File: src/rtl/game_pkg.sv
// Shared game definitions: judge state encodings, default sprite box sizes and screen bounds.
package game_pkg;

  typedef enum logic [1:0] {
    JUDGE_ARMED = 2'd0,
    JUDGE_KILL  = 2'd1,
    JUDGE_DEAD  = 2'd2
  } judge_state_e;

  localparam int D_W_DEF  = 40;
  localparam int D_H_DEF  = 40;
  localparam int B_W_DEF  = 4;
  localparam int B_H_DEF  = 8;

  localparam int SCREEN_W = 640;
  localparam int SCREEN_H = 480;

  localparam logic [15:0] SCORE_MAX = 16'h9999;

endpackage

File: src/rtl/bcd_score_counter.sv
// 4-digit BCD score counter: +1 per inc pulse, frozen while hold=1, saturates at 9999.
// Result is registered (visible the cycle after inc); shared by all enemy judges.
module bcd_score_counter
  import game_pkg::*;
(
  input  logic        clk_22,
  input  logic        rst,
  input  logic        inc,
  input  logic        hold,
  output logic [15:0] score
);

  logic [15:0] score_q, score_d;
  logic        carry;

  always_comb begin
    score_d = score_q;
    carry   = 1'b0;
    if (inc && !hold && (score_q != SCORE_MAX)) begin
      carry = 1'b1;
      // Ripple the +1 through the digits; a 9 rolls to 0 and passes the carry on.
      for (int i = 0; i < 4; i++) begin
        if (carry) begin
          if (score_q[i*4 +: 4] == 4'd9) begin
            score_d[i*4 +: 4] = 4'd0;
          end else begin
            score_d[i*4 +: 4] = score_q[i*4 +: 4] + 4'd1;
            carry             = 1'b0;
          end
        end
      end
    end
  end

  always_ff @(posedge clk_22) begin
    if (rst) begin
      score_q <= 16'h0000;
    end else begin
      score_q <= score_d;
    end
  end

  assign score = score_q;

endmodule

File: src/rtl/dragon_hit_judge.sv
// Dragon/bullet hit judge: registered overlap detect, ARMED/KILL/DEAD kill handshake, BCD score.
// Optional HIT_FLASH_EN macro adds the explosion blink output; otherwise hit_flash is tied 0.
module dragon_hit_judge
  import game_pkg::*;
#(
  parameter int D_W          = D_W_DEF,
  parameter int D_H          = D_H_DEF,
  parameter int B_W          = B_W_DEF,
  parameter int B_H          = B_H_DEF,
  parameter int KILL_TIMEOUT = 8
) (
  input  logic        clk_22,
  input  logic        rst,
  input  logic        pause,
  input  logic [9:0]  d_x,
  input  logic [9:0]  d_y,
  input  logic        show_valid,
  input  logic [9:0]  b_x,
  input  logic [9:0]  b_y,
  input  logic        b_valid,
  output logic        life_state,
  output logic        bullet_consume,
  output logic [15:0] score,
  output logic        hit_flash
);

  localparam int TW = (KILL_TIMEOUT > 1) ? $clog2(KILL_TIMEOUT) : 1;
  localparam logic [TW-1:0] TMO_LAST = TW'(KILL_TIMEOUT - 1);

  judge_state_e  state_q, state_d;
  logic          hit_q, hit_d;
  logic          life_q, life_d;
  logic          cons_q, cons_d;
  logic [TW-1:0] tmo_q, tmo_d;
  logic          score_inc;
  logic          overlap;

  // Right/bottom edges widened to 11 bits so sprites near 1023 do not wrap.
  logic [10:0] d_right, d_bottom, b_right, b_bottom;
  assign d_right  = {1'b0, d_x} + 11'(D_W);
  assign d_bottom = {1'b0, d_y} + 11'(D_H);
  assign b_right  = {1'b0, b_x} + 11'(B_W);
  assign b_bottom = {1'b0, b_y} + 11'(B_H);

  assign overlap = ({1'b0, b_x} < d_right)  && ({1'b0, d_x} < b_right) &&
                   ({1'b0, b_y} < d_bottom) && ({1'b0, d_y} < b_bottom);

  always_comb begin
    hit_d     = overlap & show_valid & b_valid & ~pause;
    state_d   = state_q;
    life_d    = life_q;
    cons_d    = 1'b0;
    tmo_d     = tmo_q;
    score_inc = 1'b0;
    if (!pause) begin
      case (state_q)
        JUDGE_ARMED: begin
          if (hit_q) begin
            state_d   = JUDGE_KILL;
            life_d    = 1'b1;
            cons_d    = 1'b1;
            score_inc = 1'b1;
            tmo_d     = '0;
          end
        end
        JUDGE_KILL: begin
          // A dropped show_valid and an expiring timeout both land in DEAD.
          if (!show_valid || (tmo_q == TMO_LAST)) begin
            state_d = JUDGE_DEAD;
            life_d  = 1'b0;
          end else begin
            tmo_d = tmo_q + 1'b1;
          end
        end
        JUDGE_DEAD: begin
          life_d = 1'b0;
          if (show_valid) begin
            state_d = JUDGE_ARMED;
            hit_d   = 1'b0;
          end
        end
        default: begin
          state_d = JUDGE_ARMED;
          life_d  = 1'b0;
        end
      endcase
    end
  end

  always_ff @(posedge clk_22) begin
    if (rst) begin
      state_q <= JUDGE_ARMED;
      hit_q   <= 1'b0;
      life_q  <= 1'b0;
      cons_q  <= 1'b0;
      tmo_q   <= '0;
    end else begin
      state_q <= state_d;
      hit_q   <= hit_d;
      life_q  <= life_d;
      cons_q  <= cons_d;
      tmo_q   <= tmo_d;
    end
  end

  bcd_score_counter u_score (
    .clk_22 (clk_22),
    .rst    (rst),
    .inc    (score_inc),
    .hold   (pause),
    .score  (score)
  );

  assign life_state     = life_q;
  assign bullet_consume = cons_q;

`ifdef HIT_FLASH_EN
  logic [1:0] flash_q, flash_d;

  always_comb begin
    flash_d = flash_q;
    if (!pause) begin
      flash_d = (state_d == JUDGE_ARMED) ? 2'b00 : flash_q + 2'b01;
    end
  end

  always_ff @(posedge clk_22) begin
    if (rst) begin
      flash_q <= 2'b00;
    end else begin
      flash_q <= flash_d;
    end
  end

  assign hit_flash = flash_q[1];
`else
  assign hit_flash = 1'b0;
`endif

endmodule

File: config.mk
export PLATFORM = sky130hd
export DESIGN_NAME = dragon_hit_judge
export DESIGN_NICKNAME = d
export VERILOG_FILES = /design/src/rtl/game_pkg.sv /design/src/rtl/bcd_score_counter.sv /design/src/rtl/dragon_hit_judge.sv
export SDC_FILE = /design/constraint.sdc
export NUM_CORES = 1
export LEC_CHECK = 0
export ABC_AREA = 1
export BUFFER_PORTS_ARGS = -buffer_cell sky130_fd_sc_hd__buf_4
export CAP_MARGIN = 20
export CORE_UTILIZATION = 46
export CTS_BUF_LIST = sky130_fd_sc_hd__clkbuf_8
export DETAILED_ROUTE_END_ITERATION = 8
export PLACE_DENSITY = 0.67
export SETUP_SLACK_MARGIN = 0.05
export SLEW_MARGIN = 10
export SYNTH_ARGS = -nofsm -noshare
export SYNTH_HDL_FRONTEND = slang
export SYNTH_SLANG_ARGS = --single-unit
File: constraint.sdc
create_clock -name clk_22 -period 4.2 [get_ports clk_22]
set_input_delay 1.26 -clock clk_22 [delete_from_list [all_inputs] [get_ports clk_22]]
set_output_delay 1.26 -clock clk_22 [all_outputs]
set_load 0.03 [all_outputs]
# ---- Yosys cells after proc, flatten, opt, wreduce, memory -nomap -nowiden
# Index checks and enable logic that the tools add are counted.
dict set report classes {
  add_sub_neg 9
  n_lt_le_gt_ge 4
  n_eq_ne 12
  n_mux 28
  bitwise 4
  reduce_logical 16
}
# op n
set op_table {}
lappend op_table {{$lt 10x11->1} 4}
lappend op_table {{$add 10x6->11 const B} 2}
lappend op_table {{$add 4x1->4 const B} 4}
lappend op_table {{$eq 4x4->1 const B} 4}
lappend op_table {{$mux 1} 16}
lappend op_table {{$mux 4} 4}
lappend op_table {{$ne 16x16->1 const B} 1}
lappend op_table {{$add 10x3->11 const B} 1}
lappend op_table {{$add 10x4->11 const B} 1}
lappend op_table {{$ne 2x2->1 const B} 4}
lappend op_table {{$reduce_and 4->1} 2}
lappend op_table {{$mux 2} 3}
lappend op_table {{$mux 3} 2}
lappend op_table {{$pmux 2 s3} 1}
lappend op_table {{$pmux 3 s2} 1}
lappend op_table {{$reduce_and 2->1} 3}
lappend op_table {{$logic_and 1x1->1} 5}
lappend op_table {{$add 3x1->3 const B} 1}
lappend op_table {{$and 1x1->1} 3}
lappend op_table {{$eq 3x3->1 const B} 1}
lappend op_table {{$reduce_and 3->1} 1}
lappend op_table {{$eq 2x1->1 const B} 1}
lappend op_table {{$eq 2x2->1 const B} 1}
lappend op_table {{$logic_not 1->1} 2}
lappend op_table {{other kinds (5)} 5}
dict set report word_totals {
  ff_bits 24
  output_inout_bits 19
}

# ---- Depth between registers and ports, before layout
# Gate-level depths: netlist (run 1).
dict set report logic_depth {
  ltp_word 11
  ltp_mapped 16
  mapped_depth_nobuf 16
}

# ---- Cells and area by module
# From an unflattened synthesis (run 1), not the netlist that was laid out.
dict set report unflattened {
  cells_unflattened 407
  hier_area_um2 2692.6
}
# mod n_inst cells_each area_each_um2
set modules_own_cells {}
lappend modules_own_cells {dragon_hit_judge 1 266 1759.2}
lappend modules_own_cells {bcd_score_counter 1 141 933.4}

# ---- Worst setup path after synthesis (run 1)
# Ideal clock, no wire load.
dict set report synth_timing {
  path_type {input -> register}
  start {in b_x[2]}
  end {reg hit_q}
  setup_time_ns 0.064
  t_arrival_ns 2.654
  slack_ns 1.482
  cell_stages 15
  n_path_buf 0
  path_cell_list {ha_1 > nand2_1 > nor2_1 > nand2_1 > xor2_1 > ha_1 > nand3_1 > nand2_1 > nand2_1 > nand2_1 > nor2_1 > nand2_1 > nor2_1 > nand2_1 > nor2_1}
}
dict set report synth_via {
  elab_chain_len 11
  elab_cells_between_ends 12
  classes_between {add/sub: 1; order compare: 2; mux: 3; bitwise: 3; reduce/logical: 3}
}
# element line
set synth_lines {}
lappend synth_lines {{from (decl)} dragon_hit_judge.sv:18} ;# input logic [9:0] b_x,
lappend synth_lines {{$add 10x3->11} dragon_hit_judge.sv:42} ;# assign b_right = {1'b0, b_x} + 11'(B_W);
lappend synth_lines {{$lt 10x11->1} dragon_hit_judge.sv:45} ;# assign overlap = ({1'b0, b_x} < d_right) && ({1'b0, d_x} < b_right) &&
lappend synth_lines {{$logic_and 1x1->1 (*) (2 in a row)} dragon_hit_judge.sv:45}
lappend synth_lines {{$logic_and 1x1->1 (*)} dragon_hit_judge.sv:46} ;# ({1'b0, b_y} < d_bottom) && ({1'b0, d_y} < b_bottom);
lappend synth_lines {{$and 1x1->1 (*) (3 in a row)} dragon_hit_judge.sv:49} ;# hit_d = overlap & show_valid & b_valid & ~pause;
lappend synth_lines {{$mux 1} dragon_hit_judge.sv:77} ;# if (show_valid) begin
lappend synth_lines {{$mux 1} dragon_hit_judge.sv:56} ;# case (state_q)
lappend synth_lines {{$mux 1 (*)} dragon_hit_judge.sv:55} ;# if (!pause) begin
lappend synth_lines {{to (signal assigned)} dragon_hit_judge.sv:99} ;# hit_q <= hit_d;
lappend synth_lines {{to (decl)} dragon_hit_judge.sv:31} ;# logic hit_q, hit_d;
# Mark *: on every way between the ends. The rest lies on a longest branch, timed or not.
# A chain may end at the register's enable or synchronous reset.

# ---- Worst setup path after layout (run 1)
# Ends and elaborated chain as after synthesis.

==> results of run 1 <==
[power groups by stage]
stage	combinational, mW	sequential (mW)	clock (mW)
6_report	0.183	0.228	0.156
5_1_grt	0.212	0.228	0.172
4_1_cts	0.185	0.228	0.163
3_5_place_dp	0.184	0.233	0
3_3_place_gp	0.182	0.233	0
2_1_floorplan	0.113	0.234	0
[Yosys cell counts, drive strengths merged (5+ instances only)]
master | count | area [µm²]
inv | 59 | 221
a21oi | 30 | 150
nor2 | 44 | 175
nand3 | 21 | 115
o21ai | 16 | 80.1
nand4 | 7 | 43.8
nand3b | 5 | 37.5
xnor2 | 8 | 70.1
dfxtp | 24 | 480
ha | 41 | 513
xor2 | 18 | 158
nand2 | 101 | 379
[tightest hold or removal path, delay by kind of cell (launching register included)]
kind             cells  cell delay (ns)
flip-flops           1             0.32
AND/OR/NAND/NOR      1             0.06
AO/OA/AOI/OAI        1             0.06
[flip-flops by register name (all words and copies together), names as in the netlist]
| name | cells |
|---|---|
| life_state | 1 |
| tmo_q | 3 |
| bullet_consume | 1 |
| hit_q | 1 |
| u_score.score | 16 |
| state_q | 2 |
[layout make-up]
type                    count  area, µm²
multi-input cells         305       1820
repair buffers             62        465
fillers                   523       2070
inverters                  61        229
well taps                  70       87.6
clock buffers               4       55.1
flip-flops and latches     24        480
[logic make-up after synthesis]
group | Yosys count | synth area share, %
adder cells (fa/ha/maj) | 41 | 20.2
XOR/XNOR | 26 | 8.96
flip-flops | 24 | 18.9
buffers and inverters | 63 | 9.45
AO/OA/AOI/OAI | 53 | 11.1
AND/OR/NAND/NOR | 184 | 31.3
other | 1 | 0.147
[layer usage]
| layer | up-vias | wire, µm | global-route usage (%) |
|---|---|---|---|
| li1 | 1386 | - | - |
| met1 | 1053 | 2580 | 24.0 |
| met2 | 36 | 2420 | 32.1 |
| met3 | 2 | 136 | 2.28 |
| met4 | 0 | 34 | 4.04 |
| met5 | - | 0 | 0 |
[stage by stage]
stage	utilization, %	power (mW)
global placement	59.3	0.415
global route	60.3	0.613
finish	60.3	0.567
CTS	60.3	0.576
floorplan	-	0.347
detailed placement	59.3	0.418
[path summary, 6_finish.rpt]
path,cells past startpoint,slack (ns),endpoint,startpoint
max reg2reg,8,2.71,u_score.score[12],state_q[1]
max,16,1.50,hit_q,b_x[2]
min,2,0.48,tmo_q[2],tmo_q[2]
min reg2reg,2,0.48,tmo_q[2],tmo_q[2]
[placed cells by master (no fill, tap or decap), types with 3 or more instances in the layout]
| cell | netlist | layout |
|---|---|---|
| o21ai_0 | 16 | 16 |
| nand2_1 | 101 | 101 |
| xnor2_1 | 8 | 8 |
| a21o_1 | 3 | 3 |
| buf_4 | 1 | 62 |
| dfxtp_1 | 24 | 24 |
| xor2_1 | 18 | 18 |
| nand4_1 | 7 | 7 |
| nor2_1 | 40 | 40 |
| ha_1 | 41 | 41 |
| a21oi_1 | 30 | 30 |
| inv_1 | 57 | 57 |
| nor2_2 | 4 | 4 |
| clkbuf_8 | 0 | 4 |
| nand3b_1 | 5 | 5 |
| nand3_1 | 19 | 19 |
==> summary.md, run 1 <==
| Metric | Value |
|---|---|
| Setup TNS | `0 ns` |
| Drt drc | `0` |
| Startpoint types | `primary input` |
| Clk pwr share | `27.5%` |
| Buffers added on ports | `62` |
| Drt first pass iters | `4` |
| Ant. Diodes | `0` |
| Critical Path RT | `4.41 ns` |
| Vias in the first global route | `2144` |
| Clock latency on the worst-skew pair | `0.27 ns` |
| Full die area | `0.00583 mm²` |
| Peak supply drop | `102 µV` |
| Antenna violations before repair | `0` |
| Initial Util | `48.8%` |
| P_leak | `1.61 nW` |
| Most frequent CP cell | `nand2_1` |
| Largest net degree at the start of global routing | `16` |
| Hold Path Class | `register to register` |
| Post-synth EDFFs | `0` |
| Longest Clk Path Bufs | `2` |
| Syn nets | `478` |
| Minimum clock period after layout | `2.70 ns` |
| Setup Viol. Count Final | `0` |
| Cell family with most CP delay | `simple AND/OR/NAND/NOR gates` |
| P_int | `0.398 mW` |
| CTS Buf Count | `3` |
| Delay of the slowest critical-path stage | `0.28 ns` |
| Library cells used by synthesis | `28` |
| Post-cts hold buffer count | `0` |
| P_sw | `0.169 mW` |
| Crit path kind | `primary input to register` |
| Sink Count | `24` |
| DP Cell Count | `522` |
| Layout area overhead | `23.5%` |
| Crit Path Max Fanout | `4` |
| Number of max-cap violations | `0` |
| Pins Over Slew Limit | `0` |
| I/O pins | `64` |
| Worst clock skew | `0.00345 ns` |
| Worst setup EP type | `register` |
| Avg WL per Cell | `9.83 µm` |
| DP HPWL | `4400 µm` |
| CTS tree | `built` |
| Post-CTS Resized | `0` |
| Post-Syn Instances | `392` |
| CTS clk-pin slew, worst paths | `0.08 ns` |
| CP Data Arrival Time | `2.91 ns` |
| First-pass GRT wire length | `8980 µm` |
| Final WS setup | `1.50 ns` |
| Ys flop type | `dfxtp_1` |
| Final nets | `543` |
| Hold Worst Slack | `0.478 ns` |
| GRT Total Usage | `18.4%` |
| Critical-path cell list | `buf_4 -> ha_1 -> nand2_1 -> nor2_1 -> nand2_1 -> xor2_1 -> ha_1 -> nand3_1 -> nand2_1 -> nand2_1 -> nand2_1 -> nor2_1 -> nand2_1 -> nor2_1 -> nand2_1 -> nor2_1` |
| Total gr overflow | `0` |
| Buf+Inv Stages, Crit Path | `1` |
| RSZ-0062 raised after global routing | `false` |
| Die height | `76.3 µm` |
| Post-CTS Setup Inserts | `0` |
| H-tree levels | `1` |
| Status | `complete, no violations` |
| Routability cong. | `0.815` |
| Final ANT Viol Nets | `0` |
| # rows | `26` |
| P per Cell Area | `181 mW/mm²` |
| Yosys warning count | `0` |
| Combinational power share | `32.3%` |
| Sequential power share | `40.2%` |
| Tcrit/Tclk final | `64.4%` |
| Placed Area | `0.00308 mm²` |
| Critical-path top delay cell | `ha_1` |
| Routed WL | `5170 µm` |
| F_max | `370 MHz` |
| Final Hold Vio Count | `0` |
| Yosys reg bits | `24` |
| Via-to-Cell Ratio | `4.71` |
| Root buffer cell | `clkbuf_8` |
| Core area | `0.00520 mm²` |
| Place WS | `1.20 ns` |
| Fin cells | `526` |
| Die Wd | `76.3 µm` |
| Switching share of power | `29.8%` |
| Via count | `2477` |
| Asr flop ratio synth | `0%` |
| Mapped Area | `0.00254 mm²` |
| Seq/Total Area, Yosys | `18.9%` |
| Initial drt markers | `94` |
| Post-synthesis area per instance | `6.49 µm²` |
| Layout cells sized above 1 | `16.7%` |
| Post-route cell area | `0.00314 mm²` |
Note: power is estimated with default switching activity, not from simulation.
==> inputs of run 2 (changes only) <==
==> constraint.sdc (replaced) <==
create_clock -name clk_22 -period 2.8 [get_ports clk_22]
set_input_delay 0.84 -clock clk_22 [delete_from_list [all_inputs] [get_ports clk_22]]
set_output_delay 0.84 -clock clk_22 [all_outputs]
set_load 0.03 [all_outputs]
==> run 2 against run 1 <==
Against the previous run:
- hold slack better by 0.0020 ns
- clock skew up 0.0066 ns
- via count up 0.52%
- setup slack worse by 1.0 ns
- cell area up 0.52%
- sequential power up 50%
- final cell count unchanged
- critical path depth unchanged
- global-route usage up 0.17 points
- core utilization up 0.31 points
- largest cell class unchanged
- flip-flop and latch count unchanged
- critical path type unchanged
==> summary.md, run 2 (synthesis results as in run 1) <==
| Metric | Value |
|---|---|
| Initial Util | `48.8% (unchanged)` |
| Longest Clk Path Bufs | `2 (unchanged)` |
| DP HPWL | `4450 µm (was 4400 µm)` |
| Sink Count | `24 (unchanged)` |
| Vias in the first global route | `2237 (was 2144)` |
| # rows | `26 (unchanged)` |
| CTS Buf Count | `3 (unchanged)` |
| Final Hold Vio Count | `0 (unchanged)` |
| Antenna violations before repair | `0 (unchanged)` |
| Largest net degree at the start of global routing | `16 (unchanged)` |
| Critical Path RT | `3.01 ns (was 4.41 ns)` |
| Setup Viol. Count Final | `0 (unchanged)` |
| Setup TNS | `0 ns (unchanged)` |
| Clock latency on the worst-skew pair | `0.27 ns (about the same)` |
| Post-cts hold buffer count | `0 (unchanged)` |
| Most common cell after layout, fill and taps aside | `nand2_1 (unchanged)` |
| Via count | `2490 (was 2477)` |
| Tot Pwr | `0.925 mW (was 0.567 mW)` |
| Peak supply drop | `173 µV (was 102 µV)` |
| Layout area overhead | `24.1% (was 23.5%)` |
| Full die area | `0.00583 mm² (unchanged)` |
| Total gr overflow | `0 (unchanged)` |
| CP Data Arrival Time | `2.53 ns (was 2.91 ns)` |
| Layout cells sized above 1 | `16.7% (unchanged)` |
| P_leak | `1.62 nW (was 1.61 nW)` |
| Core area | `0.00520 mm² (unchanged)` |
| Pins Over Slew Limit | `0 (unchanged)` |
| Critical-path top delay cell | `ha_1 (unchanged)` |
| F_max | `430 MHz` |
| Worst setup EP type | `register (unchanged)` |
| Avg WL per Cell | `10.1 µm (was 9.83 µm)` |
| Root buffer cell | `clkbuf_8 (unchanged)` |
| Delay of the slowest critical-path stage | `0.29 ns (was 0.28 ns)` |
| CTS clk-pin slew, worst paths | `0.08 ns (about the same)` |
| Crit path kind | `primary input to register (unchanged)` |
| Status | `complete, no violations (unchanged)` |
| Number of max-cap violations | `0 (unchanged)` |
| Crit Path Max Fanout | `4 (unchanged)` |
| Cell family with most CP delay | `simple AND/OR/NAND/NOR gates (unchanged)` |
| GRT Total Usage | `18.5% (was 18.4%)` |
| Hold Path Class | `register to register (unchanged)` |
| Final nets | `543 (unchanged)` |
| RSZ-0062 raised after global routing | `false (unchanged)` |
| CTS tree | `built (unchanged)` |
| Drt first pass iters | `4 (unchanged)` |
| First-pass GRT wire length | `9180 µm (was 8980 µm)` |
| Largest register FFs | `16 (unchanged)` |
| Fin cells | `526 (unchanged)` |
| Minimum clock period after layout | `2.33 ns` |
| Drt drc | `0 (unchanged)` |
| Via-to-Cell Ratio | `4.73 (was 4.71)` |
| Post-CTS Setup Inserts | `0 (unchanged)` |
| Routed WL | `5300 µm (was 5170 µm)` |
| Ant. Diodes | `0 (unchanged)` |
| Most frequent CP cell | `nand2_1 (unchanged)` |
| P per Cell Area | `293 mW/mm² (was 181 mW/mm²)` |
| Critical-path cell list | `buf_4 -> ha_1 -> nand2_1 -> nor2_1 -> nand2_1 -> xor2_1 -> ha_1 -> nand3_1 -> nand2_1 -> nand2_1 -> nand2_1 -> nor2_1 -> nand2_1 -> nor2_1 -> nand2_1 -> nor2_1 (unchanged)` |
| Post-CTS Resized | `0 (unchanged)` |
| I/O pins | `64 (unchanged)` |
| Routability cong. | `0.813 (was 0.815)` |
| Buf+Inv Stages, Crit Path | `1 (unchanged)` |
| DP Cell Count | `522 (unchanged)` |
| Die height | `76.3 µm (unchanged)` |
| Die Wd | `76.3 µm (unchanged)` |
| Initial drt markers | `46 (was 94)` |
| Most frequent cells in the layout | `nand2_1, buf_4, inv_1 (unchanged)` |
| H-tree levels | `1 (unchanged)` |
| Worst clock skew | `0.0100 ns (was 0.00345 ns)` |
| Buffers added on ports | `62 (unchanged)` |
| Final ANT Viol Nets | `0 (unchanged)` |
| Tcrit/Tclk final | `83.1%` |
| Startpoint types | `primary input (unchanged)` |
[run 2: changes by cell type in the layout (fill, tap and decap cells not counted)]
| cell | change |
|---|---|
| clkbuf_8 | -1 |
| bufinv_16 | +1 |
[run 2: where the power goes]
part           switching, mW  internal (mW)  leakage, nW
sequential          0.000496          0.342        0.193
clock                  0.114          0.191       0.0357
combinational          0.147          0.131         1.39
[run 2: worst paths after layout]
path         startpoint                 to  slack, ns  cells after the start
min            tmo_q[2]           tmo_q[2]       0.48                      2
max reg2reg  state_q[1]  u_score.score[12]       1.31                      8
min reg2reg    tmo_q[2]           tmo_q[2]       0.48                      2
max              b_x[2]              hit_q       0.47                     16
[run 2: routing by layer]
layer	routed length, µm	vias to the layer above	track usage [%]
met2	2480	40	32.6
li1	-	1386	-
met3	161	4	2.63
met1	2630	1060	23.9
met4	31	0	3.85
met5	0	-	0
[run 2: area by class of cell]
cell class / instances / area (µm²)
Clock buffer: 3 / 41.3
Clock inverter: 1 / 30.0
Multi-Input combinational cell: 305 / 1820
Timing Repair Buffer: 62 / 465
Tap cell: 70 / 87.6
Inverter: 61 / 229
Fill cell: 513 / 2050
Sequential cell: 24 / 480
[run 2: stage by stage]
stage / worst slack, ns / cell area [µm²] / util [%] / hold WS, ns
after global routing: 0.266 / 3160 / 60.6 / 0.489
after floorplan: 0.502 / 2540 / - / 0.442
after CTS: 0.476 / 3160 / 60.6 / 0.484
after global placement: 0.250 / 3080 / 59.3 / 0.460
after detailed placement: 0.202 / 3080 / 59.3 / 0.465
final: 0.474 / 3160 / 60.6 / 0.480
[run 2: worst reg2reg max path: cells and delay by family (launching register included)]
| kind | cells | cell delay, ns |
|---|---|---|
| and+or+nand+nor | 6 | 0.91 |
| DFF | 1 | 0.36 |
| buffers and inverters | 2 | 0.13 |
